### src/rtl/click_sync_bridge_pkg.sv
// Shared constants and helpers for the click-to-synchronous bridge.
package click_sync_bridge_pkg;

    localparam int DEFAULT_DATA_W  = 32;
    localparam int SYNC_STAGES_MIN = 2;

    // Number of bits needed to index 'value' entries (ceil(log2(value))).
    function automatic int clog2_f(input int value);
        int result;
        result = 0;
        for (int i = 0; i < 31; i++) begin
            if ((32'sd1 <<< i) < value) begin
                result = i + 1;
            end else begin
                result = result;
            end
        end
        return result;
    endfunction

endpackage

### src/rtl/click_sync_bridge_toggle_sync.sv
// Multi-flop synchroniser for the 2-phase request level coming from the
// asynchronous click chain. The input feeds the first flop directly so no
// combinational glitch can be captured.
module click_sync_bridge_toggle_sync
    import click_sync_bridge_pkg::*;
#(
    parameter int STAGES = SYNC_STAGES_MIN
) (
    input  logic clk,
    input  logic rst,
    input  logic d,
    output logic q
);

    (* ASYNC_REG = "TRUE", dont_touch = "true" *)
    logic [STAGES-1:0] sync_r;

    // Shift the raw request level through the synchroniser chain.
    always_ff @(posedge clk or negedge rst) begin
        if (!rst) begin
            sync_r <= {STAGES{1'b0}};
        end else begin
            sync_r <= {sync_r[STAGES-2:0], d};
        end
    end

    assign q = sync_r[STAGES-1];

endmodule

### src/rtl/click_sync_bridge.sv
// Bridge from a 2-phase bundled-data click chain into the clk domain.
// The request level is synchronised, compared against the last accepted
// phase, and each new phase pushes one word into a small FIFO. The ack is
// the registered accepted phase, so it is simply withheld while full.
module click_sync_bridge
    import click_sync_bridge_pkg::*;
#(
    parameter  int DATA_W      = DEFAULT_DATA_W,
    parameter  int DEPTH       = 4,
    parameter  int SYNC_STAGES = SYNC_STAGES_MIN,
    localparam int PTR_W       = clog2_f(DEPTH),
    localparam int CNT_W       = PTR_W + 1
) (
    input  logic              clk,
    input  logic              rst,
    input  logic              inR,
    input  logic [DATA_W-1:0] inData,
    output logic              outA,
    output logic              outValid,
    output logic [DATA_W-1:0] outData,
    input  logic              outReady,
    output logic [CNT_W-1:0]  fifoCount
);

    logic              req_sync_s;
    logic              req_seen_r;
    logic              new_req_s;
    logic              full_s;
    logic              push_s;
    logic              pop_s;
    logic [PTR_W-1:0]  wr_ptr_r;
    logic [PTR_W-1:0]  rd_ptr_r;
    logic [CNT_W-1:0]  count_r;
    logic [DATA_W-1:0] mem_r [DEPTH];

    click_sync_bridge_toggle_sync #(
        .STAGES (SYNC_STAGES)
    ) u_req_sync (
        .clk (clk),
        .rst (rst),
        .d   (inR),
        .q   (req_sync_s)
    );

    assign outA      = req_seen_r;
    assign fifoCount = count_r;
    assign outValid  = (count_r != {CNT_W{1'b0}});
    assign outData   = mem_r[rd_ptr_r];

    // Decide push/pop; a full FIFO still accepts when the head leaves this cycle.
    always_comb begin
        new_req_s = (req_sync_s != req_seen_r);
        full_s    = (count_r == CNT_W'(DEPTH));
        pop_s     = outValid & outReady;
        if (new_req_s && (!full_s || pop_s)) begin
            push_s = 1'b1;
        end else begin
            push_s = 1'b0;
        end
    end

    // Handshake phase, FIFO pointers and occupancy counter.
    always_ff @(posedge clk or negedge rst) begin
        if (!rst) begin
            req_seen_r <= 1'b0;
            wr_ptr_r   <= {PTR_W{1'b0}};
            rd_ptr_r   <= {PTR_W{1'b0}};
            count_r    <= {CNT_W{1'b0}};
        end else begin
            if (push_s) begin
                req_seen_r <= ~req_seen_r;
                wr_ptr_r   <= wr_ptr_r + PTR_W'(1);
            end
            if (pop_s) begin
                rd_ptr_r <= rd_ptr_r + PTR_W'(1);
            end
            case ({push_s, pop_s})
                2'b10:   count_r <= count_r + CNT_W'(1);
                2'b01:   count_r <= count_r - CNT_W'(1);
                default: count_r <= count_r;
            endcase
        end
    end

    // Storage array; contents are meaningless until written, so no reset.
    always_ff @(posedge clk) begin
        if (push_s) begin
            mem_r[wr_ptr_r] <= inData;
        end
    end

endmodule

### config.mk
export PLATFORM = sky130hd
export DESIGN_NAME = click_sync_bridge
export DESIGN_NICKNAME = d
export VERILOG_FILES = /design/src/rtl/click_sync_bridge_pkg.sv /design/src/rtl/click_sync_bridge_toggle_sync.sv /design/src/rtl/click_sync_bridge.sv
export SDC_FILE = /design/constraint.sdc
export NUM_CORES = 1
export LEC_CHECK = 0
export BUFFER_PORTS_ARGS = -buffer_cell sky130_fd_sc_hd__buf_2
export CAP_MARGIN = 20
export CORE_ASPECT_RATIO = 1.5
export CORE_MARGIN = 5
export CORE_UTILIZATION = 55
export CTS_CLUSTER_SIZE = 28
export DETAILED_ROUTE_END_ITERATION = 7
export HOLD_SLACK_MARGIN = 0.06
export MAX_ROUTING_LAYER = met4
export PLACE_DENSITY_LB_ADDON = 0.12
export SLEW_MARGIN = 25
export SYNTH_ARGS = -nofsm -noshare
export SYNTH_HDL_FRONTEND = slang
export SYNTH_HIERARCHICAL = 1
export SYNTH_SLANG_ARGS = --single-unit
### constraint.sdc
create_clock -name clk -period 5.5 [get_ports clk]
set_input_delay 0.55 -clock clk [delete_from_list [all_inputs] [get_ports clk]]
set_output_delay 0.55 -clock clk [all_outputs]
set_load 0.02 [all_outputs]
==> out/results.ini, run 1 <==
[outcome]
status=complete, no violations

[worst_hold_path]
min_to=u_req_sync/sync_r[0]
hp-start=inR
min_path_cells=1
min_path_type=input port to register

[cts]
clockRootBuffer=clkbuf_16
htree_levels=4
cts_made_buffers=17
cts_buffer_depth=2
tritoncts=done
cts_resized=0
tritoncts_num_sinks=138
cts.clk_slew.worst_paths_ns=0.06
clkLatencyLatePin_ns=0.41

[detailed_routing]
vias=2378
wire_per_inst_um=20.0
ant_nets=0
dr.pass1.iters=4
drc=0
routed_wl_mm=8.63
via_per_inst=5.50
drt_iter0_markers=128

[finish]
multi_input_area_um2=1040
ff_latch_area_um2=4100
fillers=624
layout-drive-gt1-share_pct=43.8
layoutNonFillerInstCount=432
syn_to_final_growth_pct=20.0
num-nets-final=348
antennaDiodeCount=0

[worst_setup_path]
critPathMaxFanout=18
reg2reg_depth=5
cp-start-kind=register
reg2reg_from=outA
r2r_slack_ns=2.95
worst_r2r_endpoint=fifoCount[2]
arrival_ns=2.32
crit_type=register to output pin
end_kind=output pin
critPathRequiredTime_ns=4.95

[floorplanning]
start_util_pct=56.3
fp.dieW_um=89.5
die_h_um=129
io_pins=73
rows=43
core-area_um2=9250
dieArea_um2=11600

[run]
drv_cap=0

[yosys]
ys_seq_area_share_pct=78.6
ys_ff_latch=138
synthCells=223
ys_types=30
yosysWarnings=6
avgSynthCellArea_um2=23.4
synth_area_um2=5210
synthesis.nets=264

[power_and_ir_drop]
intPower_uw=2590
p_sw_share_pct=30.4
share_comb_of_total_power_pct=29.3
p_switching_uw=1130
power_density_nw_per_um2=595
peakVddDrop_mv=0.493
power_frac_seq_pct=41.5
total_leakage_power_uw=0.00221
pwr-share-clk_pct=29.2

[placement]
gp_congestion=0.659
port_buffers=72
dp_cells=399
dp_hpwl_mm=5.44

[timing]
whs_ns=0.247
setup_tns_ns=0
fmax_ghz=0.348
post-route-min-period_ns=2.87
max_slew_margin_pct=40.0
rsz0062_at_grt=no
slew_violations=0
period_share_pct=52.2
skew_ns=0.00641
hold_violations=0
finalSetupViolations=0
max_slew.worst_pin.slew_ns=0.893

[global_routing]
grt_pass1_wl_mm=13.6
grt-ovfl-total=0
grt_max_degree=33
grt_use_total_pct=17.0
grt_pass1_vias=2627
antenna_found_initial=0

==> how the worst max path moves through the flow <==
stage	start	to	slack [ns]
6_report	rd_ptr_r[0]	outData[18]	2.63
5_1_grt	rd_ptr_r[0]	outData[18]	2.45
4_1_cts	rd_ptr_r[0]	outData[18]	2.54
3_5_place_dp	outA	fifoCount[2]	2.95
3_3_place_gp	rd_ptr_r[0]	outData[0]	2.98
2_1_floorplan	fifoCount[2]	fifoCount[2]	3.25
==> worst max-delay path, cell delays in order, from the launching register on <==
cell     delay (ns)
dfrtp_2        0.72
buf_4          0.45
mux4_2         0.57
buf_2          0.18
==> kinds of logic after synthesis <==
family / after synthesis / synth area share, %
and+or+nand+nor: 18 / 2.31
AOI/OAI and AO/OA: 7 / 0.913
xor gates and xnor gates: 6 / 1.01
adders and majority gates: 5 / 1.35
DFF: 138 / 78.6
buffers and inverters: 15 / 1.49
muxes: 34 / 14.3
==> registers in the layout (all words and copies together) (netlist names) <==
signal,cells
mem_r,128
fifoCount,3
rd_ptr_r,2
u_req_sync/sync_r,2
wr_ptr_r,2
outA,1
==> cells in the final DEF, fill, tap and decap left out, drive strengths merged, types with 2 or more instances in the layout <==
cell type,count
bufinv,3
a21oi,2
nand2,2
or3,2
dfrtp,10
ha,4
edfxtp,128
clkinv,7
xnor2,5
clkbuf,21
buf,74
mux4,32
and2,5
nand3,2
mux2,2
inv,5
==> Yosys cell counts <==
library cell,n,area share (%)
nand4_1,1,0.12
nand3b_1,1,0.14
mux4_2,32,14
xor2_1,1,0.17
ha_1,4,0.96
clkbuf_1,1,0.072
a211oi_1,1,0.14
buf_4,4,0.58
o22ai_1,1,0.12
xnor2_1,5,0.84
buf_2,5,0.48
edfxtp_1,128,74
o21ai_0,1,0.096
or2_4,1,0.17
o2111ai_1,1,0.17
a311o_1,1,0.19
nand2b_1,1,0.12
and2_1,5,0.60
mux2_4,1,0.29
a21oi_1,2,0.19
nor3b_4,1,0.36
fa_1,1,0.38
mux2_2,1,0.22
nand3_1,2,0.19
or3_1,2,0.24
dfrtp_1,10,4.8
inv_1,5,0.36
nand2_1,2,0.14
nor3_1,1,0.096
nor2_2,1,0.12
==> power by group through the flow <==
| stage | Combinational (uW) | Clock (uW) | Sequential [uW] |
|---|---|---|---|
| finish | 1090 | 1080 | 1540 |
| global route | 1170 | 1150 | 1570 |
| CTS | 1120 | 1100 | 1550 |
| floorplan | 846 | 0 | 1500 |
| global placement | 1110 | 0 | 1560 |
| detailed placement | 1120 | 0 | 1570 |
==> per-layer routing <==
layer | GRT usage (%) | up-vias | share of wire, %
li1 | - | 1088 | -
met3 | 5.15 | 14 | 5.3
met5 | - | - | 0
met4 | 7.36 | 0 | 1.7
met2 | 27.6 | 55 | 54
met1 | 19.4 | 1221 | 39
==> area by class of cell <==
| class | count | area share, % |
|---|---|---|
| clock buffers | 21 | 7.05 |
| clock inverters | 11 | 2.04 |
| inverters | 5 | 0.300 |
| multi-input cells | 70 | 16.7 |
| flip-flops and latches | 138 | 65.5 |
| well taps | 112 | 2.24 |
| repair buffers | 75 | 6.17 |
==> through the flow <==
| step | area, um2 | setup WS [ns] | util, % | total power (uW) |
|---|---|---|---|---|
| finish | 6250 | 2.63 | 67.5 | 3720 |
| global route | 6250 | 2.45 | 67.5 | 3900 |
| CTS | 6250 | 2.54 | 67.5 | 3770 |
| detailed placement | 5670 | 2.95 | 61.3 | 2690 |
| global placement | 5670 | 2.98 | 61.3 | 2670 |
| floorplan | 5210 | 3.25 | - | 2340 |
==> repair_timing <==
item	4_1_cts	5_1_grt
endpoints found under the hold margin	10	0
buffers inserted	0	0
hold buffers	1	0
Power figures use the tool's default switching activity.
==> run 2, diff against run 1 <==
Clock period 5.5 ns to 2.9 ns, I/O delays scaled along.
==> out/results.ini, run 2 (synthesis results as in run 1) <==
[cts]
cts_buffer_depth=2  ; unchanged
clockRootBuffer=clkbuf_16
tritoncts_num_sinks=138  ; unchanged
tritoncts=done
cts_resized=0  ; unchanged
htree_levels=4  ; unchanged
clkLatencyLatePin_ns=0.40  ; about the same
cts.clk_slew.worst_paths_ns=0.05  ; about the same
cts_made_buffers=17  ; unchanged

[timing]
max_slew.worst_pin.slew_ns=0.505  ; -0.388 ns
period_share_pct=76.5
rsz0062_at_grt=no
slew_violations=0  ; unchanged
finalSetupViolations=0  ; unchanged
layout_setup_ws_ns=0.680  ; -1.95 ns
skew_ns=0.0105  ; +0.00410 ns
post-route-min-period_ns=2.22
fmax_ghz=0.450
setup_tns_ns=0  ; unchanged
max_slew_margin_pct=66.4  ; +26 points
hold_violations=0  ; unchanged

[power_and_ir_drop]
p_switching_uw=2150  ; +90%
pwr-share-clk_pct=28.6  ; -0.6 points
total_leakage_power_uw=0.00225  ; +1.9%
share_comb_of_total_power_pct=31.3  ; +2.0 points
p_sw_share_pct=30.2  ; -0.22 points
peakVddDrop_mv=0.752  ; +52%
intPower_uw=4980  ; +92%
power_frac_seq_pct=40.2  ; -1.3 points
power_density_nw_per_um2=1130  ; +89%

[global_routing]
grt_max_degree=33  ; unchanged
grt_pass1_wl_mm=13.4  ; -1.4%
grt_use_total_pct=17.0  ; -0.042 points
grt_pass1_vias=2533  ; -3.6%
antenna_found_initial=0  ; unchanged
grt-ovfl-total=0  ; unchanged

[detailed_routing]
drc=0  ; unchanged
ant_nets=0  ; unchanged
vias=2393  ; +0.63%
dr.pass1.iters=4  ; unchanged
routed_wl_mm=8.66  ; +0.27%
wire_per_inst_um=19.8  ; -1.1%
drt_iter0_markers=169  ; +32%
via_per_inst=5.46  ; -0.75%

[outcome]
status=complete, no violations

[worst_setup_path]
crit_path_start=rd_ptr_r[0]
critPathMaxFanout=28  ; +10
end_kind=output pin
crit_type=register to output pin
cp-start-kind=register
slowest_stage=mux4_2
arrival_ns=1.93  ; -0.39 ns
r2r_slack_ns=0.79  ; -2.16 ns
reg2reg_from=fifoCount[1]
crit_path_cell_trace=buf_12, mux4_2, buf_2
critPathRequiredTime_ns=2.61  ; -2.34 ns
max_stage_delay_ns=0.56  ; -0.16 ns

[run]
drv_cap=0  ; unchanged

[finish]
fillers=593  ; -5.0%
antennaDiodeCount=0  ; unchanged
largest_register_ffs=128  ; unchanged
fin_util_pct=68.5  ; +0.92 points
regMostFlops=mem_r
layout_commonest_cell=edfxtp_1
syn_to_final_growth_pct=21.6
num-nets-final=354  ; +1.7%
final_cell_mix=edfxtp_1, buf_2, mux4_2, clkbuf_16, dfrtp_1
layout-drive-gt1-share_pct=44.5  ; +0.73 points

[placement]
gp_congestion=0.766  ; +16%
dp_slack_ns=0.815  ; -2.14 ns
dp_hpwl_mm=5.36  ; -1.4%
port_buffers=72  ; unchanged

[floorplanning]
fp.dieW_um=89.5  ; unchanged
rows=43  ; unchanged
die_h_um=129  ; unchanged
core-area_um2=9250  ; unchanged
start_util_pct=56.3  ; unchanged
io_pins=73  ; unchanged
dieArea_um2=11600  ; unchanged

[worst_hold_path]
min_path_type=input port to register
hp-start=inData[14]

[run 2: changes by cell type in the layout (fill, tap and decap cells not counted), sizes merged]
cell | before | now
buf | 74 | 79
dlygate4sd3 | 1 | 2
[run 2: worst max-delay path: cells and delay by family, from the launching register on]
family   cells  cell delay (ns)
mux          1             0.56
buf+inv      2             0.47
flops        1             0.50
[run 2: metal layers]
| layer | track usage, % | vias up | wire length, um |
|---|---|---|---|
| met5 | - | - | 0 |
| met4 | 6.40 | 0 | 110 |
| met3 | 4.71 | 11 | 386 |
| met2 | 27.5 | 64 | 4700 |
| met1 | 20.2 | 1217 | 3460 |
| li1 | - | 1101 | - |
[run 2: per-stage QoR]
step | std cells | hold slack, ns | power, uW | area, um2
floorplan | 223 | -0.00559 | 4440 | 5210
global placement | 404 | 0.163 | 5160 | 5750
detailed placement | 404 | 0.175 | 5190 | 5750
CTS | 438 | 0.0876 | 7240 | 6330
global route | 438 | 0.0919 | 7480 | 6330
finish | 438 | 0.103 | 7130 | 6330
[run 2: worst paths after layout]
path,depth (start not counted),endpoint
max,3,outData[5]
min,1,mem_r[2][14]
max reg2reg,6,fifoCount[2]
min reg2reg,0,u_req_sync/sync_r[1]
max in group asynchronous,2,rd_ptr_r[0]
min in group asynchronous,2,wr_ptr_r[0]
[run 2: timing repair]
| action | CTS | global route |
|---|---|---|
| hold buffers | 2 | 0 |
| endpoints found under the hold margin | 11 | 0 |
| setup buffers | 0 | 0 |
[run 2: power by group through the flow]
| stage | logic [uW] | clock network [uW] | registers [uW] |
|---|---|---|---|
| 2_1_floorplan | 1610 | 0 | 2840 |
| 3_3_place_gp | 2280 | 0 | 2880 |
| 3_5_place_dp | 2290 | 0 | 2910 |
| 4_1_cts | 2300 | 2070 | 2870 |
| 5_1_grt | 2410 | 2160 | 2910 |
| 6_report | 2230 | 2040 | 2860 |
[run 2: layout make-up]
| type | instances | area [um2] | area share, % |
|---|---|---|---|
| clock inverters | 11 | 128 | 2.01 |
| repair buffers | 81 | 470 | 7.43 |
| clock buffers | 21 | 440 | 6.95 |
| well taps | 112 | 140 | 2.21 |
| flip-flops and latches | 138 | 4100 | 64.6 |
| multi-input cells | 70 | 1040 | 16.5 |
| inverters | 5 | 18.8 | 0.296 |
